`config.mk`:
```
export PLATFORM = sky130hd
export DESIGN_NAME = fpu_addsub_sched
export DESIGN_NICKNAME = d
export VERILOG_FILES = /design/src/rtl/fpu_ctrl_pkg.sv /design/src/rtl/rr_arb2.sv /design/src/rtl/fpu_addsub_sched.sv
export SDC_FILE = /design/constraint.sdc
export NUM_CORES = 1
export LEC_CHECK = 0
export CELL_PAD_IN_SITES_DETAIL_PLACEMENT = 0
export CELL_PAD_IN_SITES_GLOBAL_PLACEMENT = 1
export CORE_MARGIN = 2
export CORE_UTILIZATION = 30
export DETAILED_ROUTE_END_ITERATION = 8
export GPL_TIMING_DRIVEN = 0
export PLACE_DENSITY = 0.85
export SYNTH_ARGS = -nofsm -noshare
export SYNTH_HDL_FRONTEND = slang
export SYNTH_SLANG_ARGS = --single-unit
```
`constraint.sdc`:
```
create_clock -name clk -period 4.7 [get_ports clk]
set_input_delay 0.94 -clock clk [delete_from_list [all_inputs] [get_ports clk]]
set_output_delay 0.94 -clock clk [all_outputs]
set_load 0.02 [all_outputs]
```
`src/rtl/fpu_ctrl_pkg.sv`:
```
// Shared types and constants for the FPU add/sub
// front-end scheduler.
package fpu_ctrl_pkg;

  localparam int FP_W = 32;

  localparam logic OP_ADD = 1'b0;
  localparam logic OP_SUB = 1'b1;

  localparam logic [1:0] RM_RNE = 2'b00;
  localparam logic [1:0] RM_RTZ = 2'b01;
  localparam logic [1:0] RM_RUP = 2'b10;
  localparam logic [1:0] RM_RDN = 2'b11;

  typedef enum logic [1:0] {
    IDLE = 2'd0,
    WAIT = 2'd1,
    RESP = 2'd2
  } state_t;

endpackage

```
`src/rtl/rr_arb2.sv`:
```
// Combinational 2-way round-robin arbiter;
// ptr names the port that wins a tie.
module rr_arb2 (
  input  logic [1:0] req,
  input  logic       ptr,
  output logic [1:0] gnt,
  output logic       gnt_id
);

  logic pick;

  always_comb begin
    pick   = req[ptr] ? ptr : ~ptr;
    gnt_id = pick;
    gnt    = '0;
    if (|req) begin
      gnt = 2'b01 << pick;
    end
  end

endmodule

```
`src/rtl/fpu_addsub_sched.sv`:
```
// Schedules one shared FP add/sub unit between
// two requesters; one operation in flight.
module fpu_addsub_sched
  import fpu_ctrl_pkg::*;
#(
  parameter int FU_LAT = 2,
  parameter int W      = FP_W
) (
  input  logic            clk,
  input  logic            reset_n,
  input  logic [1:0]      req_valid,
  output logic [1:0]      req_ready,
  input  logic [1:0][W-1:0] req_a,
  input  logic [1:0][W-1:0] req_b,
  input  logic [1:0]      req_op,
  input  logic [1:0][1:0] req_rm,
  output logic [1:0]      rsp_valid,
  input  logic [1:0]      rsp_ready,
  output logic [W-1:0]    rsp_result,
  output logic            rsp_error,
  output logic            rsp_overflow,
  output logic [W-1:0]    fu_a,
  output logic [W-1:0]    fu_b,
  output logic            fu_op,
  output logic [1:0]      fu_rm,
  input  logic [W-1:0]    fu_result,
  input  logic            fu_error,
  input  logic            fu_overflow
);

  localparam int CW =
    (FU_LAT > 1) ? $clog2(FU_LAT) : 1;

  state_t        state;
  state_t        stateNext;
  logic          rrPtr;
  logic          owner;
  logic [CW-1:0] cnt;
  logic [1:0]    gnt;
  logic          gntId;
  logic          accept;
  logic          capture;
  logic          rspDone;

  rr_arb2 uArb (
    .req    (req_valid),
    .ptr    (rrPtr),
    .gnt    (gnt),
    .gnt_id (gntId)
  );

  always_comb begin
    stateNext = state;
    req_ready = '0;
    accept    = 1'b0;
    capture   = 1'b0;
    rspDone   = 1'b0;
    unique case (state)
      IDLE: begin
        req_ready = gnt;
        if (|req_valid) begin
          accept    = 1'b1;
          stateNext = WAIT;
        end
      end
      WAIT: begin
        if (cnt == '0) begin
          capture   = 1'b1;
          stateNext = RESP;
        end
      end
      RESP: begin
        if (rsp_ready[owner]) begin
          rspDone   = 1'b1;
          stateNext = IDLE;
        end
      end
      default: stateNext = IDLE;
    endcase
  end

  always_ff @(posedge clk or negedge reset_n) begin
    if (!reset_n) begin
      state <= IDLE;
      rrPtr <= 1'b0;
      owner <= 1'b0;
      cnt   <= '0;
    end else begin
      state <= stateNext;
      if (accept) begin
        owner <= gntId;
        rrPtr <= ~gntId;
        cnt   <= CW'(FU_LAT - 1);
      end else if (state == WAIT && !capture) begin
        cnt <= cnt - 1'b1;
      end
    end
  end

  // Operands stay frozen until the next grant.
  always_ff @(posedge clk or negedge reset_n) begin
    if (!reset_n) begin
      fu_a  <= '0;
      fu_b  <= '0;
      fu_op <= 1'b0;
      fu_rm <= '0;
    end else if (accept) begin
      fu_a  <= req_a[gntId];
      fu_b  <= req_b[gntId];
      fu_op <= req_op[gntId];
      fu_rm <= req_rm[gntId];
    end
  end

  always_ff @(posedge clk or negedge reset_n) begin
    if (!reset_n) begin
      rsp_valid    <= '0;
      rsp_result   <= '0;
      rsp_error    <= 1'b0;
      rsp_overflow <= 1'b0;
    end else if (capture) begin
      rsp_valid    <= 2'b01 << owner;
      rsp_result   <= fu_result;
      rsp_error    <= fu_error;
      rsp_overflow <= fu_overflow;
    end else if (rspDone) begin
      rsp_valid <= '0;
    end
  end

endmodule
```
==> flow_metrics.env <==
export IMPL_status="finished, final reports clean"
export IMPL_setup_slack_ns=0.849
export IMPL_final_cell_mix="clkdlybuf4s50_1 (277), dfrtp_1 (108), o21a_1 (67), a221o_1 (67), mux2_2 (35)"
export IMPL_drt_wl_total_um=14900
export IMPL_row_count=45
export IMPL_setup_worst_path_class="input pin to output pin"
export IMPL_grt_max_degree=58
export IMPL_synthesis_area_um2=4580
export IMPL_cts_tree="done"
export IMPL_min_path_type="flip-flop to flip-flop"
export IMPL_tns_ns=0
export IMPL_die_w_um=128
export IMPL_post_cts_setup_buffer_count=0
export IMPL_fin_crit_ns=3.85
export IMPL_fillers=1324
export IMPL_hold_ws_ns=0.508
export IMPL_detail_route_antenna_nets=0
export IMPL_drt_iter0_markers=161
export IMPL_final_net_count=798
export IMPL_syn_nets=508
export IMPL_avgSynthCellArea_um2=13.7
export IMPL_synthCells=334
export IMPL_end_kind="output pin"
export IMPL_numCtsBuffers=9
export IMPL_drc_errors=0
export IMPL_crit_family="buffers and inverters"
export IMPL_grt_first_pass_wirelength_um=23400
export IMPL_r2r_slack_ns=2.92
export IMPL_whs_path_depth=1
export IMPL_synth_area_leaders="dfrtp_1 (59%), a221o_1 (15%), o21a_1 (11%), mux2_2 (8.6%), buf_2 (1.5%)"
export IMPL_fmax_mhz=260
export IMPL_start_util=0.304
export IMPL_core_area_um2=15100
export IMPL_insertion_delay_ns=0.35
export IMPL_grt_pass1_vias=4441
export IMPL_cp_max_fo=10
export IMPL_max_stage_delay_ns=0.70
export IMPL_r2r_start="state[1]"
export IMPL_die_area_um2=16300
export IMPL_reg2reg_depth=5
export IMPL_firstDrtPassIters=4
export IMPL_io_buffers=278
export IMPL_antenna_found_initial=0
export IMPL_cts_sinks=108
export IMPL_global_route_usage_total=0.184
export IMPL_place_ws_ns=0.832
export IMPL_worstMarginPinSlew_ns=0.751
export IMPL_vdd_ir_drop_worst_v=0.000277
export IMPL_required_ns=3.76
export IMPL_finClkSkew_ns=0.00619
export IMPL_areaGrowthSynthToFinish_pct=74.5
export IMPL_yosysSeqAreaShare=0.590
export IMPL_netlist_area_leader_share=0.590
export IMPL_cp_buffers_inverters=4
export IMPL_cts_resized=0
export IMPL_start_kind="input pin"
export IMPL_critPathSlowestCell="clkdlybuf4s50_1"
export IMPL_maxCapViolCount=0
export IMPL_holdPathEnd="rsp_overflow"
export IMPL_hold_violations=0
export IMPL_drv_slew=0
export IMPL_crit_top_cell="clkdlybuf4s50_1"
export IMPL_clkTransAtPathRegs_ns=0.07
export IMPL_die_h_um=128
export IMPL_pwr_density_cell_nw_per_um2=689
export IMPL_viasPerCell=5.07
export IMPL_arrival_ns=2.91
export IMPL_pin_count=279
export IMPL_hp_start="rsp_overflow"
export IMPL_r2r_end="fu_b[27]"
export IMPL_path_cells="clkdlybuf4s50_1, nand2b_1, and3_1, buf_2, clkbuf_1, clkdlybuf4s50_1"
export IMPL_overflow=0
export IMPL_h_tree_depth=3
export IMPL_rsz0062_at_grt="false"
export IMPL_relSlewSlack=0.499
export IMPL_num_vias=4141
export IMPL_hold_buffers=0
export IMPL_setup_viol_count_final=0
export IMPL_synth_seq_cells=108
export IMPL_cts_root_buf="clkbuf_16"
export IMPL_gp_congestion=0.799
export IMPL_power_mw=5.51
export IMPL_synth_largest_area_cell="dfrtp_1"
export IMPL_ys_warn_count=0
export IMPL_final_common_cell="clkdlybuf4s50_1"
export IMPL_power_leakage_nw=3.25
export IMPL_cts_max_path_buffers=2
export IMPL_wl_per_cell_um=18.3
export IMPL_post_route_period_util=0.819
export IMPL_drive_above_1_share=0.116
export IMPL_dp_hpwl_um=11300
export IMPL_diodes=0
export IMPL_synth_cell_types=21
[layout make-up]
class                   count  area (µm²)  area share
clock buffers               9         225      0.0282
inverters                   1        3.75    0.000469
multi-input cells         190        1700       0.212
plain buffers              35         179      0.0224
well taps                 188         235      0.0294
clock inverters             7         146      0.0183
repair buffers            279        2810       0.351
flip-flops and latches    108        2700       0.338
[cell families after synthesis]
group | share of synthesized area
AOI/OAI and AO/OA | 0.270
buffers and inverters | 0.0399
and+or+nand+nor | 0.0142
DFF | 0.590
muxes | 0.0860
[cell usage after synthesis, drive strengths merged]
library cell  count
dfrtp           108
a221o            67
o21a             67
mux2             35
buf              18
clkbuf           17
o21ai             4
nor2              3
and3              2
nand2             2
o21ba             2
a22o              1
a31oi             1
inv               1
nand2b            1
nand3b            1
nor3b             1
o2bb2ai           1
or2               1
or3               1
[how the worst max path moves through the flow]
stage	cells past startpoint	endpoint	slack, ns	start
after floorplan	4	req_ready[1]	2.13	req_valid[0]
after global placement	1	rsp_overflow	-1.45	reset_n
after detailed placement	6	req_ready[1]	0.83	req_valid[0]
after CTS	6	req_ready[1]	0.82	req_valid[0]
after global routing	6	req_ready[1]	0.69	req_valid[0]
final	6	req_ready[1]	0.85	req_valid[0]
[where the power goes]
group | switching (mW) | internal, mW | total, mW
Combinational | 1.35 | 1.56 | 2.91
Sequential | 0.265 | 1.39 | 1.66
Clock | 0.357 | 0.580 | 0.937
[stage by stage]
stage | instances | util | instance area (µm²)
3_3_place_gp | 800 | 0.504 | 7600
5_1_grt | 817 | 0.530 | 8000
2_1_floorplan | 334 | - | 4580
3_5_place_dp | 801 | 0.505 | 7620
6_report | 817 | 0.530 | 8000
4_1_cts | 817 | 0.530 | 8000
[per-layer routing]
| metal | global-route usage | share of wire | up-vias | wire length, µm |
|---|---|---|---|---|
| met5 | 0 | 0 | - | 0 |
| met4 | 0.0666 | 0.017 | 0 | 250 |
| li1 | - | - | 1889 | - |
| met3 | 0.0511 | 0.081 | 14 | 1210 |
| met1 | 0.217 | 0.40 | 2054 | 6000 |
| met2 | 0.322 | 0.50 | 184 | 7470 |
[state kept, by name, summed over array words and instances (netlist names), 2 cells and up]
register    cells
fu_b           32
rsp_result     32
rsp_valid       2
fu_rm           2
fu_a           32
state           2
Power figures use the tool's default switching activity.
